--- src/rtl/pll_lock_sequencer_if.sv ---
// Bundles the PLL control/status pins and the sequencer status outputs.
// master = sequencer side, slave = PLL and software side.
interface pll_lock_sequencer_if;
    logic       pll_locked;
    logic       restart;
    logic       pll_resetb;
    logic       core_rst;
    logic       ready;
    logic       fail;
    logic [3:0] retry_count;
    logic [7:0] lock_loss_cnt;

    modport master (
        input  pll_locked, restart,
        output pll_resetb, core_rst, ready, fail, retry_count, lock_loss_cnt
    );

    modport slave (
        output pll_locked, restart,
        input  pll_resetb, core_rst, ready, fail, retry_count, lock_loss_cnt
    );
endinterface

--- src/rtl/pll_lock_sequencer.sv ---
// PLL reset/lock sequencer: pulses RESETB, qualifies lock, releases core reset, retries on loss or timeout.
// Lock sees 2 cycles of sync latency; every output is registered from the next state (1 cycle).
module pll_lock_sequencer #(
    parameter int RESET_CYCLES  = 10,
    parameter int LOCK_TIMEOUT  = 1200,
    parameter int STABLE_CYCLES = 120,
    parameter int MAX_RETRIES   = 3
) (
    input  logic                 i_clk_12m,
    input  logic                 i_rst,
    pll_lock_sequencer_if.master io_pll
);

    typedef enum logic [2:0] {
        ST_PLL_RST,
        ST_WAIT_LOCK,
        ST_STABLE,
        ST_RUN,
        ST_FAIL
    } state_t;

    localparam logic [15:0] RST_LAST     = 16'(RESET_CYCLES - 1);
    localparam logic [15:0] TIMEOUT_LAST = 16'(LOCK_TIMEOUT - 1);
    localparam logic [15:0] STABLE_LAST  = 16'(STABLE_CYCLES - 1);
    localparam logic [3:0]  RETRY_LAST   = 4'(MAX_RETRIES - 1);
    localparam logic [3:0]  RETRY_MAX    = 4'(MAX_RETRIES);

    state_t      r_state;
    state_t      w_state_nxt;
    logic [1:0]  r_sync;
    logic        w_lock_s;
    logic [15:0] r_timer;
    logic [3:0]  r_retry;
    logic [3:0]  w_retry_nxt;
    logic [7:0]  r_loss;
    logic [7:0]  w_loss_nxt;
    logic        w_fail_evt;
    logic        w_entry;
    logic        r_pll_resetb;
    logic        r_core_rst;
    logic        r_ready;
    logic        r_fail;

    assign w_lock_s = r_sync[1];

    always_ff @(posedge i_clk_12m) begin
        if (i_rst) begin
            r_sync <= 2'b00;
        end else begin
            r_sync <= {r_sync[0], io_pll.pll_locked};
        end
    end

    always_comb begin
        w_state_nxt = r_state;
        w_retry_nxt = r_retry;
        w_loss_nxt  = r_loss;
        w_fail_evt  = 1'b0;
        case (r_state)
            ST_PLL_RST: begin
                if (r_timer == RST_LAST) w_state_nxt = ST_WAIT_LOCK;
            end
            ST_WAIT_LOCK: begin
                if (w_lock_s) w_state_nxt = ST_STABLE;
                else if (r_timer == TIMEOUT_LAST) w_fail_evt = 1'b1;
            end
            ST_STABLE: begin
                // a lock drop on the qualifying cycle still counts as a failed attempt
                if (!w_lock_s) begin
                    w_fail_evt = 1'b1;
                end else if (r_timer == STABLE_LAST) begin
                    w_state_nxt = ST_RUN;
                    w_retry_nxt = 4'd0;
                end
            end
            ST_RUN: begin
                if (!w_lock_s) begin
                    w_state_nxt = ST_PLL_RST;
                    if (r_loss != 8'hFF) w_loss_nxt = r_loss + 8'd1;
                end
            end
            ST_FAIL: ;
            default: w_state_nxt = ST_PLL_RST;
        endcase

        if (w_fail_evt) begin
            if (r_retry == RETRY_LAST) begin
                w_state_nxt = ST_FAIL;
                w_retry_nxt = RETRY_MAX;
            end else begin
                w_state_nxt = ST_PLL_RST;
                w_retry_nxt = r_retry + 4'd1;
            end
        end

        if (io_pll.restart) begin
            w_state_nxt = ST_PLL_RST;
            w_retry_nxt = 4'd0;
            w_loss_nxt  = r_loss;
        end

        w_entry = io_pll.restart || (w_state_nxt != r_state);
    end

    always_ff @(posedge i_clk_12m) begin
        if (i_rst) begin
            r_state      <= ST_PLL_RST;
            r_timer      <= 16'd0;
            r_retry      <= 4'd0;
            r_loss       <= 8'd0;
            r_pll_resetb <= 1'b0;
            r_core_rst   <= 1'b1;
            r_ready      <= 1'b0;
            r_fail       <= 1'b0;
        end else begin
            r_state <= w_state_nxt;
            r_retry <= w_retry_nxt;
            r_loss  <= w_loss_nxt;
            if (w_entry) begin
                r_timer <= 16'd0;
            end else if (r_state == ST_PLL_RST || r_state == ST_WAIT_LOCK || r_state == ST_STABLE) begin
                r_timer <= r_timer + 16'd1;
            end
            r_pll_resetb <= (w_state_nxt != ST_PLL_RST);
            r_core_rst   <= (w_state_nxt != ST_RUN);
            r_ready      <= (w_state_nxt == ST_RUN);
            r_fail       <= (w_state_nxt == ST_FAIL);
        end
    end

    assign io_pll.pll_resetb    = r_pll_resetb;
    assign io_pll.core_rst      = r_core_rst;
    assign io_pll.ready         = r_ready;
    assign io_pll.fail          = r_fail;
    assign io_pll.retry_count   = r_retry;
    assign io_pll.lock_loss_cnt = r_loss;

endmodule

--- src/flat_wrapper.sv ---
// flat-port wrapper written by rule: the top's interface ports become plain ports
module pll_lock_sequencer_flat 
#(
    parameter int RESET_CYCLES  = 10,
    parameter int LOCK_TIMEOUT  = 1200,
    parameter int STABLE_CYCLES = 120,
    parameter int MAX_RETRIES   = 3
)
  (i_clk_12m, i_rst, io_pll_pll_locked, io_pll_restart, io_pll_pll_resetb, io_pll_core_rst, io_pll_ready, io_pll_fail, io_pll_retry_count, io_pll_lock_loss_cnt);
  pll_lock_sequencer_if io_pll_i ();
  input  logic i_clk_12m;
  input  logic i_rst;
  input wire logic [$bits(io_pll_i.pll_locked)-1:0] io_pll_pll_locked;
  input wire logic [$bits(io_pll_i.restart)-1:0] io_pll_restart;
  output wire logic [$bits(io_pll_i.pll_resetb)-1:0] io_pll_pll_resetb;
  output wire logic [$bits(io_pll_i.core_rst)-1:0] io_pll_core_rst;
  output wire logic [$bits(io_pll_i.ready)-1:0] io_pll_ready;
  output wire logic [$bits(io_pll_i.fail)-1:0] io_pll_fail;
  output wire logic [$bits(io_pll_i.retry_count)-1:0] io_pll_retry_count;
  output wire logic [$bits(io_pll_i.lock_loss_cnt)-1:0] io_pll_lock_loss_cnt;
  assign io_pll_i.pll_locked = io_pll_pll_locked;
  assign io_pll_i.restart = io_pll_restart;
  assign io_pll_pll_resetb = io_pll_i.pll_resetb;
  assign io_pll_core_rst = io_pll_i.core_rst;
  assign io_pll_ready = io_pll_i.ready;
  assign io_pll_fail = io_pll_i.fail;
  assign io_pll_retry_count = io_pll_i.retry_count;
  assign io_pll_lock_loss_cnt = io_pll_i.lock_loss_cnt;
  pll_lock_sequencer #(.RESET_CYCLES(RESET_CYCLES), .LOCK_TIMEOUT(LOCK_TIMEOUT), .STABLE_CYCLES(STABLE_CYCLES), .MAX_RETRIES(MAX_RETRIES)) u_core (.i_clk_12m(i_clk_12m), .i_rst(i_rst), .io_pll(io_pll_i));
endmodule
--- config.mk ---
export PLATFORM = sky130hd
export DESIGN_NAME = pll_lock_sequencer_flat
export DESIGN_NICKNAME = d
export VERILOG_FILES = /design/src/rtl/pll_lock_sequencer_if.sv /design/src/rtl/pll_lock_sequencer.sv /design/src/flat_wrapper.sv
export SDC_FILE = /design/constraint.sdc
export NUM_CORES = 1
export LEC_CHECK = 0
export CAP_MARGIN = 20
export CORE_AREA = 2 2 60 62
export DETAILED_ROUTE_END_ITERATION = 8
export DIE_AREA = 0 0 62 64
export PLACE_DENSITY = 0.81
export SYNTH_ARGS = -nofsm -noshare
export SYNTH_HDL_FRONTEND = slang
export SYNTH_SLANG_ARGS = --single-unit
export TNS_END_PERCENT = 50
--- constraint.sdc ---
create_clock -name i_clk_12m -period 4.2 [get_ports i_clk_12m]
set_input_delay 0.42 -clock i_clk_12m [delete_from_list [all_inputs] [get_ports i_clk_12m]]
set_output_delay 0.42 -clock i_clk_12m [all_outputs]
set_load 0.01 [all_outputs]
==> impl_table.tex, run 1 <==
\begin{tabular}{lr}
\hline
Metric & Value \\
\hline
\multicolumn{2}{l}{\textbf{Power and ir drop}} \\
\quad Max IR drop VDD & 145.9 uV \\
\quad Leakage power of the design & 0.7103 nW \\
\quad Power Dens Cells & 269.6 mW/mm\^{}2 \\
\quad Total Power Consumption & 0.5830 mW \\
\multicolumn{2}{l}{\textbf{Global routing}} \\
\quad Antenna violations before repair & 0 \\
\quad Total routing usage reported by global routing & 0.2137 \\
\quad Largest net degree at the start of global routing & 17 \\
\quad Grt total ovfl & 0 \\
\quad Via count of the first global-routing pass & 1438 \\
\quad Global-route wire length before repair & 6499 microns \\
\multicolumn{2}{l}{\textbf{Detailed routing}} \\
\quad Average wire per standard cell & 13.36 microns \\
\quad Remaining antenna violation count & 0 \\
\quad Total wire length & 3661 microns \\
\quad Router iterations before antenna repair & 4 \\
\quad Via count & 1586 \\
\quad Post-DR vias/cell & 5.788 \\
\quad DRC errors left & 0 \\
\quad Number of DRC violations after detailed-routing iteration 0 & 105 \\
\multicolumn{2}{l}{\textbf{Clock network}} \\
\quad Number of cells upsized or downsized after cts & 0 \\
\quad Hold-fix buffers at CTS & 0 \\
\quad Latest clock arrival within the worst-skew pair & 350 ps \\
\quad Buffer levels on the longest clock path & 2 \\
\quad Clock transition at the registers of the reported paths & 110 ps \\
\quad Clock sink total & 37 \\
\quad CTS tree & yes \\
\quad Number of post-CTS setup repair buffers & 0 \\
\quad CTS H-tree depth & 2 \\
\quad Buffer type at the clock tree root & sky130\_fd\_sc\_hd\_\_clkbuf\_4 \\
\quad Cts bufs inserted & 5 \\
\multicolumn{2}{l}{\textbf{Min path}} \\
\quad Worst min-delay path category & reg2reg \\
\multicolumn{2}{l}{\textbf{Floorplan}} \\
\quad Effective utilization at floorplan & 0.5783 \\
\quad Die Span Y & 64 microns \\
\quad Die extent in x & 62 microns \\
\quad Row count & 21 \\
\quad Area of the core & 0.003284 sq mm \\
\quad Die area & 0.003968 sq mm \\
\quad IO Pins & 20 \\
\multicolumn{2}{l}{\textbf{Logic synthesis}} \\
\quad Cells after synthesis & 212 \\
\quad Netlist Area Pre-Place & 0.001899 sq mm \\
\quad Post-synth net total & 221 \\
\quad Total number of yosys warnings & 0 \\
\quad Synth cell count leaders & sky130\_fd\_sc\_hd\_\_dfxtp\_1, sky130\_fd\_sc\_hd\_\_nor4\_1, sky130\_fd\_sc\_hd\_\_nor2\_1 \\
\quad Post-synthesis cell type with the largest combined area & sky130\_fd\_sc\_hd\_\_dfxtp\_1 \\
\quad Share of flip-flops with an asynchronous set or reset after synthesis & 0 \\
\quad Avg Inst Size Synth & 8.959 sq um \\
\quad Synth Flop Type & sky130\_fd\_sc\_hd\_\_dfxtp\_1 \\
\quad Sequential area share after synthesis & 0.3900 \\
\quad Proportion of netlist area held by the largest area contributor & 0.3900 \\
\quad Top-count cell post-synth & sky130\_fd\_sc\_hd\_\_dfxtp\_1 \\
\quad Number of synthesized register bits & 37 \\
\quad Library cells used by synthesis & 48 \\
\quad Number of flops mapped to enable cells by yosys & 0 \\
\quad Top post-synthesis cells by area & sky130\_fd\_sc\_hd\_\_dfxtp\_1, sky130\_fd\_sc\_hd\_\_xor2\_1, sky130\_fd\_sc\_hd\_\_nor4\_1, sky130\_fd\_sc\_hd\_\_xnor2\_1, sky130\_fd\_sc\_hd\_\_ha\_1 \\
\multicolumn{2}{l}{\textbf{Finish}} \\
\quad Ant. Diodes & 0 \\
\quad Area growth from synthesis to layout & 13.83\% \\
\quad Ratio of cells with drive above 1 in the final layout & 0.07895 \\
\quad Net count of the finished layout & 236 \\
\multicolumn{2}{l}{\textbf{STA}} \\
\quad Maximum clock rate & 415.0 MHz \\
\quad Slew at the pin with the worst max-slew slack & 871.2 ps \\
\quad Sum of negative setup slack & 0 ps \\
\quad Final Hold Violating Endpoints & 0 \\
\quad Period minus WS final & 2409 ps \\
\quad Final Max Slew Viols & 0 \\
\quad RSZ-0062 raised after global routing & false \\
\quad Fraction of the cycle the final worst path needs & 0.5737 \\
\quad Endpoints failing setup & 0 \\
\quad Worst Skew & 13.43 ps \\
\quad Relative slew margins & 0.4165 \\
\multicolumn{2}{l}{\textbf{Place}} \\
\quad Post-detailed-placement half-perimeter wirelength & 2621 microns \\
\quad Routability Congestion & 0.8635 \\
\quad Number of port buffers & 19 \\
\multicolumn{2}{l}{\textbf{Run}} \\
\quad Max-cap viol count & 0 \\
\multicolumn{2}{l}{\textbf{Setup path}} \\
\quad WS Path Type & reg2reg \\
\quad WP data arrival & 2650 ps \\
\quad Required time of the critical path & 4440 ps \\
\quad Critical path capture point type & flop \\
\quad Kind of start point of the critical path & flop \\
\quad Highest fanout seen on the critical path & 11 \\
\multicolumn{2}{l}{\textbf{Run status}} \\
\quad Status & completed \\
\hline
\end{tabular}
cells in the final DEF (no fill, tap or decap), types with 3 or more instances in the layout:
cell type,Yosys,final
sky130_fd_sc_hd__a21oi_1,6,6
sky130_fd_sc_hd__and3_1,5,5
sky130_fd_sc_hd__clkbuf_4,0,5
sky130_fd_sc_hd__clkdlybuf4s50_1,0,19
sky130_fd_sc_hd__dfxtp_1,37,37
sky130_fd_sc_hd__ha_1,5,5
sky130_fd_sc_hd__inv_1,6,6
sky130_fd_sc_hd__nand2_1,13,13
sky130_fd_sc_hd__nand3_1,9,9
sky130_fd_sc_hd__nand4_1,7,7
sky130_fd_sc_hd__nor2_1,14,14
sky130_fd_sc_hd__nor2b_1,4,4
sky130_fd_sc_hd__nor3_1,7,7
sky130_fd_sc_hd__nor3b_1,3,3
sky130_fd_sc_hd__nor4_1,18,18
sky130_fd_sc_hd__o2111ai_1,4,4
sky130_fd_sc_hd__o21ai_0,4,4
sky130_fd_sc_hd__or3_1,3,3
sky130_fd_sc_hd__xnor2_1,9,9
sky130_fd_sc_hd__xor2_1,13,13
report_power, final:
| group | internal (mW) | switching (mW) | leakage [nW] |
|---|---|---|---|
| clock network | 0.0970 | 0.115 | 0.0413 |
| logic | 0.00696 | 0.00925 | 0.370 |
| registers | 0.353 | 0.00199 | 0.299 |
registers in the layout, summed over array words and instances (netlist names):
register                     cells
u_core.r_sync                    2
u_core.io_pll.core_rst           1
u_core.r_timer                  16
u_core.io_pll.fail               1
u_core.io_pll.ready              1
u_core.io_pll.retry_count        4
u_core.io_pll.pll_resetb         1
u_core.io_pll.lock_loss_cnt      8
u_core.r_state                   3
through the flow:
stage	area, sq um	utilization	hold slack [ps]	worst slack, ps	instances
finish	2162	0.6583	458.5	1791	274
global route	2162	0.6583	490.1	1460	274
CTS	2162	0.6583	459.7	1808	274
detailed placement	2092	0.6370	433.4	1760	266
global placement	2092	0.6370	419.8	1876	266
floorplan	1899	-	413.8	2261	212
worst max-delay path, stage by stage, from the launching register on:
cell and delay, ps:
sky130_fd_sc_hd__dfxtp_1 450, sky130_fd_sc_hd__nor4b_1 420, sky130_fd_sc_hd__nand4_1 270, sky130_fd_sc_hd__o21ai_1 730, sky130_fd_sc_hd__a2111oi_4 150, sky130_fd_sc_hd__nor4_1 290
per-layer routing:
metal	vias to the layer above	GRT usage	wire [microns]	share of wire
met5	-	0	0	0
met4	0	0.07979	59	0.016
met3	6	0.05466	158	0.043
met2	28	0.3177	1691	0.46
met1	744	0.2931	1752	0.48
li1	808	-	-	-
final timing paths:
check / slack, ps / from / cells past startpoint / end
setup reg to reg: 1790 / u_core.r_timer[3] / 5 / u_core.r_timer[5]
hold / removal: 460 / u_core.r_sync[0] / 1 / u_core.r_sync[1]
setup / recovery: 1790 / u_core.r_timer[3] / 5 / u_core.r_timer[5]
hold reg to reg: 460 / u_core.r_sync[0] / 1 / u_core.r_sync[1]
kinds of logic (layout without fill, tap and decap cells):
| kind of cell | after synthesis | after routing | share of synthesized area |
|---|---|---|---|
| and+or+nand+nor | 99 | 99 | 0.3030 |
| DFF | 37 | 37 | 0.3900 |
| AOI/OAI and AO/OA | 30 | 30 | 0.1206 |
| xor gates and xnor gates | 22 | 22 | 0.1015 |
| buffers and inverters | 17 | 33 | 0.04084 |
| adders and majority gates | 5 | 5 | 0.03294 |
| muxes | 2 | 2 | 0.01120 |
area by class of cell:
| type | instances | area, sq um |
|---|---|---|
| clock buffers | 7 | 65.06 |
| clock inverters | 1 | 5.005 |
| fillers | 274 | 1122 |
| inverters | 6 | 22.52 |
| multi-input cells | 158 | 1081 |
| flip-flops and latches | 37 | 740.7 |
| well taps | 46 | 57.56 |
| repair buffers | 19 | 190.2 |
Power figures use the tool's default switching activity.
==> run 2, diff against run 1 <==
- CORE_AREA: 2 2 60 62 -> 2 2 65 67
- DIE_AREA: 0 0 62 64 -> 0 0 67 69
- PLACE_DENSITY: 0.81 -> 0.73
- clock period: 4.2 -> 2 ns (I/O delays scaled with it)
==> run 2 against run 1 <==
Against the previous run: flip-flop and latch count unchanged; design area rose by 15%; routed wire length rose by 19%; core utilization is 2.6 points lower; non-clock buffer count increased by 28; total power grew 130%; clock skew decreased by 10 ps; hold slack got worse by 15 ps; maximum frequency grew 25%; sequential power rose by 110%.
==> impl_table.tex, run 2 (same netlist as run 1, synthesis figures left out) <==
\begin{tabular}{lr}
\hline
Metric & Value \\
\hline
\multicolumn{2}{l}{\textbf{Finish}} \\
\quad Post-Layout Cell Count & 306 \\
\quad Area growth from synthesis to layout & 30.37\% \\
\quad Ant. Diodes & 0 \\
\quad Ratio of cells with drive above 1 in the final layout & 0.2148 \\
\quad Register bank with the most flops & u\_core.r\_timer \\
\quad Most frequent cells in the layout & sky130\_fd\_sc\_hd\_\_dfxtp\_1, sky130\_fd\_sc\_hd\_\_buf\_4, sky130\_fd\_sc\_hd\_\_clkdlybuf4s50\_1 \\
\quad Most common cell after layout, fill and taps aside & sky130\_fd\_sc\_hd\_\_dfxtp\_1 \\
\quad Net count of the finished layout & 265 \\
\quad Filler instances & 343 \\
\quad Max reg flops & 16 \\
\multicolumn{2}{l}{\textbf{Place}} \\
\quad Routability Congestion & 0.8087 \\
\quad Count of placed standard cells including taps & 298 \\
\quad Post-detailed-placement half-perimeter wirelength & 3050 microns \\
\quad Number of port buffers & 19 \\
\multicolumn{2}{l}{\textbf{Global routing}} \\
\quad Grt total ovfl & 0 \\
\quad Via count of the first global-routing pass & 1556 \\
\quad Largest net degree at the start of global routing & 17 \\
\quad Global-route wire length before repair & 6748 microns \\
\quad Antenna violations before repair & 0 \\
\quad Total routing usage reported by global routing & 0.1866 \\
\multicolumn{2}{l}{\textbf{Setup path}} \\
\quad Source of the worst register-to-register timing path & u\_core.r\_timer[11] \\
\quad Highest fanout seen on the critical path & 8 \\
\quad Max incr delay on CP & 570 ps \\
\quad Cell breakdown of the critical path & nor4\_4 -> nand2\_2 -> or4\_4 -> o211a\_4 -> nor4\_1 \\
\quad Required time of the critical path & 2190 ps \\
\quad Register-to-register setup slack & 70 ps \\
\quad Kind of start point of the critical path & flop \\
\quad Launching element of the worst setup path & u\_core.r\_timer[11] \\
\quad WP data arrival & 2120 ps \\
\quad Crit path max-delay cell type & sky130\_fd\_sc\_hd\_\_or4\_4 \\
\quad WS Path Type & reg2reg \\
\quad Critical path capture point type & flop \\
\multicolumn{2}{l}{\textbf{STA}} \\
\quad Period minus WS final & 1929 ps \\
\quad RSZ-0062 raised after global routing & true \\
\quad Relative slew margins & 0.7283 \\
\quad Endpoints failing setup & 0 \\
\quad Slew at the pin with the worst max-slew slack & 406.7 ps \\
\quad Worst Skew & 3.107 ps \\
\quad Final Max Slew Viols & 0 \\
\quad Final Hold Violating Endpoints & 0 \\
\quad Sum of negative setup slack & 0 ps \\
\quad Maximum clock rate & 518.3 MHz \\
\quad Fraction of the cycle the final worst path needs & 0.9647 \\
\multicolumn{2}{l}{\textbf{Clock network}} \\
\quad Number of post-CTS setup repair buffers & 0 \\
\quad Latest clock arrival within the worst-skew pair & 290 ps \\
\quad Buffer type at the clock tree root & sky130\_fd\_sc\_hd\_\_clkbuf\_8 \\
\quad Clock sink total & 37 \\
\quad Buffer levels on the longest clock path & 2 \\
\quad Cts bufs inserted & 5 \\
\quad Clock transition at the registers of the reported paths & 70 ps \\
\quad CTS tree & yes \\
\quad CTS H-tree depth & 2 \\
\multicolumn{2}{l}{\textbf{Detailed routing}} \\
\quad Via count & 1743 \\
\quad Remaining antenna violation count & 0 \\
\quad Total wire length & 4373 microns \\
\quad Number of DRC violations after detailed-routing iteration 0 & 153 \\
\quad Average wire per standard cell & 14.29 microns \\
\quad DRC errors left & 0 \\
\quad Router iterations before antenna repair & 4 \\
\quad Post-DR vias/cell & 5.696 \\
\multicolumn{2}{l}{\textbf{Floorplan}} \\
\quad Row count & 23 \\
\quad Die extent in x & 67 microns \\
\quad Die Span Y & 69 microns \\
\quad Die area & 0.004623 sq mm \\
\quad Area of the core & 0.003914 sq mm \\
\quad IO Pins & 20 \\
\quad Effective utilization at floorplan & 0.4853 \\
\multicolumn{2}{l}{\textbf{Power and ir drop}} \\
\quad Max IR drop VDD & 410.1 uV \\
\quad Leakage power of the design & 0.8706 nW \\
\quad Power Dens Cells & 532.0 mW/mm\^{}2 \\
\multicolumn{2}{l}{\textbf{Min path}} \\
\quad Hold path startpoint & u\_core.r\_sync[0] \\
\quad Worst min-delay path category & reg2reg \\
\multicolumn{2}{l}{\textbf{Run status}} \\
\quad Status & completed \\
\multicolumn{2}{l}{\textbf{Run}} \\
\quad Max-cap viol count & 0 \\
\hline
\end{tabular}
[run 2: cell types whose count changed in the layout (fill, tap and decap cells not counted), moves of 2 or more]
| cell | delta |
|---|---|
| sky130_fd_sc_hd__nor4_2 | +5 |
| sky130_fd_sc_hd__clkbuf_4 | -5 |
| sky130_fd_sc_hd__clkbuf_8 | +4 |
| sky130_fd_sc_hd__nor4_1 | -5 |
| sky130_fd_sc_hd__o211a_4 | +2 |
| sky130_fd_sc_hd__buf_4 | +27 |
[run 2: what timing repair did]
action	in CTS	in global routing
hold buffers	0	0
setup endpoints to repair	1	15
gates resized for setup	1	12
cloned	0	1
[run 2: worst paths after layout]
path	end	cells after the start
worst min-delay path	u_core.r_sync[1]	1
worst min register to register	u_core.r_sync[1]	1
worst max-delay path	u_core.r_timer[10]	5
worst max register to register	u_core.r_timer[10]	5
[run 2: power by group]
group / total, mW / switching, mW / internal [mW]
registers: 0.743 / 0.00260 / 0.740
logic: 0.0503 / 0.0264 / 0.0238
clock network: 0.524 / 0.251 / 0.273
total: 1.32 / 0.280 / 1.04
[run 2: metal layers]
layer  vias to the layer above  GRT usage  wire length (microns)
met4                         0    0.07483                     80
met2                        33     0.3036                   2140
met1                       825     0.2357                   1983
li1                        876          -                      -
met3                         9    0.03915                    169
met5                         -          0                      0
[run 2: per-stage QoR]
step	setup slack (ps)	utilization	cell area, sq um	hold WS, ps	power, mW
floorplan	61.03	-	1899	271.6	0.7828
finish	70.58	0.6327	2476	443.0	1.317
global route	-92.10	0.6327	2476	477.3	1.367
detailed placement	-29.99	0.5895	2307	429.1	0.8066
CTS	11.12	0.6132	2400	448.9	1.332
global placement	9.644	0.5895	2307	431.4	0.8060
[run 2: worst max-delay path: cells and delay by family, from the launching register on]
family	cells	cell delay, ps
simple gates	4	1290
compound gates	1	210
flops	1	330
[run 2: cell type report]
cell class	count	area, sq um	share of cell area
clock buffers	7	86.33	0.03487
inverters	6	22.52	0.009096
multi-input cells	159	1160	0.4684
flip-flops and latches	37	740.7	0.2991
well taps	50	62.56	0.02527
repair buffers	47	404.1	0.1632
==> run 3, diff against run 2 <==
- CORE_AREA: 2 2 65 67 -> 2 2 68 70
- DIE_AREA: 0 0 67 69 -> 0 0 70 72
- PLACE_DENSITY: 0.73 -> 0.67
==> run 3 against run 2 <==
Against the previous run: global-route usage is 1.5 points lower; final cell count is 1.3% higher; clock power is 10% higher; via count is 1.9% lower; core utilization is 4.1 points lower; first-iteration DRC count is 31% lower; largest cell class unchanged; highest routed layer is now met3; clock skew is 3.9 ps higher.
==> impl_table.tex, run 3 (same netlist as run 1, synthesis figures left out) <==
\begin{tabular}{lr}
\hline
Metric & Value \\
\hline
\multicolumn{2}{l}{\textbf{Run status}} \\
\quad Status & completed \\
\multicolumn{2}{l}{\textbf{Setup path}} \\
\quad Required time of the critical path & 2180 ps \\
\quad Source of the worst register-to-register timing path & u\_core.r\_timer[14] \\
\quad Kind of start point of the critical path & flop \\
\quad Launching element of the worst setup path & u\_core.r\_timer[14] \\
\quad Max incr delay on CP & 570 ps \\
\quad Critical path capture point type & flop \\
\quad CP top delay family & simple AND/OR/NAND/NOR gates \\
\quad Highest fanout seen on the critical path & 8 \\
\quad WS Path Type & reg2reg \\
\quad Register-to-register setup slack & 20 ps \\
\quad WP data arrival & 2160 ps \\
\quad Levels on crit path & 5 \\
\quad Reg2reg path depth & 5 \\
\quad Cell breakdown of the critical path & nor4\_4 -> nand2\_2 -> or4\_4 -> o211a\_2 -> nor4\_1 \\
\quad Crit path max-delay cell type & sky130\_fd\_sc\_hd\_\_or4\_4 \\
\quad Reg2Reg Capture Point & u\_core.r\_timer[11] \\
\quad Buf+Inv Stages, Crit Path & 0 \\
\multicolumn{2}{l}{\textbf{Detailed routing}} \\
\quad Average wire per standard cell & 13.95 microns \\
\quad Post-DR vias/cell & 5.516 \\
\quad DRC errors left & 0 \\
\quad Via count & 1710 \\
\quad Remaining antenna violation count & 0 \\
\quad Total wire length & 4326 microns \\
\quad Router iterations before antenna repair & 4 \\
\quad Number of DRC violations after detailed-routing iteration 0 & 106 \\
\multicolumn{2}{l}{\textbf{Finish}} \\
\quad Area growth from synthesis to layout & 32.94\% \\
\quad Most common cell after layout, fill and taps aside & sky130\_fd\_sc\_hd\_\_dfxtp\_1 \\
\quad Max reg flops & 16 \\
\quad Ratio of cells with drive above 1 in the final layout & 0.2326 \\
\quad Ant. Diodes & 0 \\
\quad Most frequent cells in the layout & sky130\_fd\_sc\_hd\_\_dfxtp\_1, sky130\_fd\_sc\_hd\_\_buf\_4, sky130\_fd\_sc\_hd\_\_clkdlybuf4s50\_1 \\
\quad Filler instances & 376 \\
\quad Register bank with the most flops & u\_core.r\_timer \\
\quad Net count of the finished layout & 266 \\
\quad Finished Cell Area & 0.002525 sq mm \\
\multicolumn{2}{l}{\textbf{Global routing}} \\
\quad Via count of the first global-routing pass & 1531 \\
\quad Antenna violations before repair & 0 \\
\quad Global-route wire length before repair & 6955 microns \\
\quad Total routing usage reported by global routing & 0.1712 \\
\quad Grt total ovfl & 0 \\
\quad Largest net degree at the start of global routing & 17 \\
\multicolumn{2}{l}{\textbf{STA}} \\
\quad Sum of negative setup slack & 0 ps \\
\quad Relative slew margins & 0.6008 \\
\quad Final Max Slew Viols & 0 \\
\quad Period minus WS final & 1979 ps \\
\quad Slew at the pin with the worst max-slew slack & 596.9 ps \\
\quad Endpoints failing setup & 0 \\
\quad RSZ-0062 raised after global routing & true \\
\quad PnR worst setup slack & 20.98 ps \\
\quad Worst Skew & 7.055 ps \\
\quad Final Hold Violating Endpoints & 0 \\
\quad Fraction of the cycle the final worst path needs & 0.9895 \\
\quad Maximum clock rate & 505.3 MHz \\
\multicolumn{2}{l}{\textbf{Clock network}} \\
\quad Buffer levels on the longest clock path & 2 \\
\quad Latest clock arrival within the worst-skew pair & 290 ps \\
\quad Buffer type at the clock tree root & sky130\_fd\_sc\_hd\_\_clkbuf\_8 \\
\quad Clock transition at the registers of the reported paths & 80 ps \\
\quad CTS H-tree depth & 2 \\
\quad Cts bufs inserted & 5 \\
\quad CTS tree & yes \\
\quad Clock sink total & 37 \\
\quad Hold-fix buffers at CTS & 0 \\
\multicolumn{2}{l}{\textbf{Place}} \\
\quad Routability Congestion & 0.8282 \\
\quad Placed cell area & 0.002302 sq mm \\
\quad Number of port buffers & 19 \\
\quad DP Worst Slack & -52.89 ps \\
\quad Post-detailed-placement half-perimeter wirelength & 2957 microns \\
\multicolumn{2}{l}{\textbf{Floorplan}} \\
\quad Row count & 24 \\
\quad IO Pins & 20 \\
\quad Die area & 0.005040 sq mm \\
\quad Area of the core & 0.004264 sq mm \\
\quad Die Span Y & 72 microns \\
\quad Effective utilization at floorplan & 0.4454 \\
\quad Die extent in x & 70 microns \\
\multicolumn{2}{l}{\textbf{Power and ir drop}} \\
\quad Leakage power of the design & 0.8962 nW \\
\quad Max IR drop VDD & 431.1 uV \\
\quad Power Dens Cells & 542.5 mW/mm\^{}2 \\
\multicolumn{2}{l}{\textbf{Min path}} \\
\quad Worst Hold Path EP & u\_core.r\_sync[1] \\
\quad Worst min-delay path category & reg2reg \\
\quad Hold path startpoint & u\_core.r\_sync[0] \\
\quad Number of instances on the worst hold path & 1 \\
\multicolumn{2}{l}{\textbf{Run}} \\
\quad Max-cap viol count & 0 \\
\hline
\end{tabular}
[run 3: repair_timing]
action | 4_1_cts | 5_1_grt
gates cloned | 0 | 1
setup endpoints to repair | 3 | 15
buffers inserted | 0 | 2
pin swaps | 0 | 6
gates resized for setup | 5 | 11
[run 3: layout make-up]
cell class | count | area, sq um | share of cell area
multi-input cells | 159 | 1182 | 0.4683
flip-flops and latches | 37 | 742.0 | 0.2939
repair buffers | 48 | 411.6 | 0.1630
clock buffers | 7 | 96.34 | 0.03816
well taps | 52 | 65.06 | 0.02577
inverters | 6 | 22.52 | 0.008920
clock inverters | 1 | 5.005 | 0.001982
[run 3: layer usage]
layer | part of all wire | track usage | routed length [microns]
met1 | 0.49 | 0.2278 | 2101
met2 | 0.48 | 0.2730 | 2057
met3 | 0.039 | 0.04444 | 167
met4 | 0 | 0.05769 | 0
met5 | 0 | 0 | 0
[run 3: worst reg2reg max path, delay by kind of cell (launching register included)]
family	cells	cell delay [ps]
simple gates	4	1310
flops	1	350
compound gates	1	210
[run 3: through the flow]
step,total power [mW],hold slack [ps],util,cells
after floorplan,0.7828,271.6,-,212
after global placement,0.8049,428.0,0.5399,299
after detailed placement,0.8051,428.9,0.5399,299
after CTS,1.378,445.9,0.5707,307
after global routing,1.422,459.1,0.5921,310
final,1.370,441.2,0.5921,310
[run 3: worst max-delay path by stage]
stage	slack (ps)	end
after floorplan	60	u_core.io_pll.core_rst
after detailed placement	-50	u_core.r_timer[0]
after CTS	30	u_core.r_timer[0]
after global placement	-8	u_core.r_timer[0]
after global routing	-30	u_core.r_timer[3]
final	20	u_core.r_timer[11]
[run 3: where the power goes]
group,switching [mW],internal [mW]
Combinational,0.0268,0.0236
Clock,0.265,0.312
Sequential,0.00245,0.740
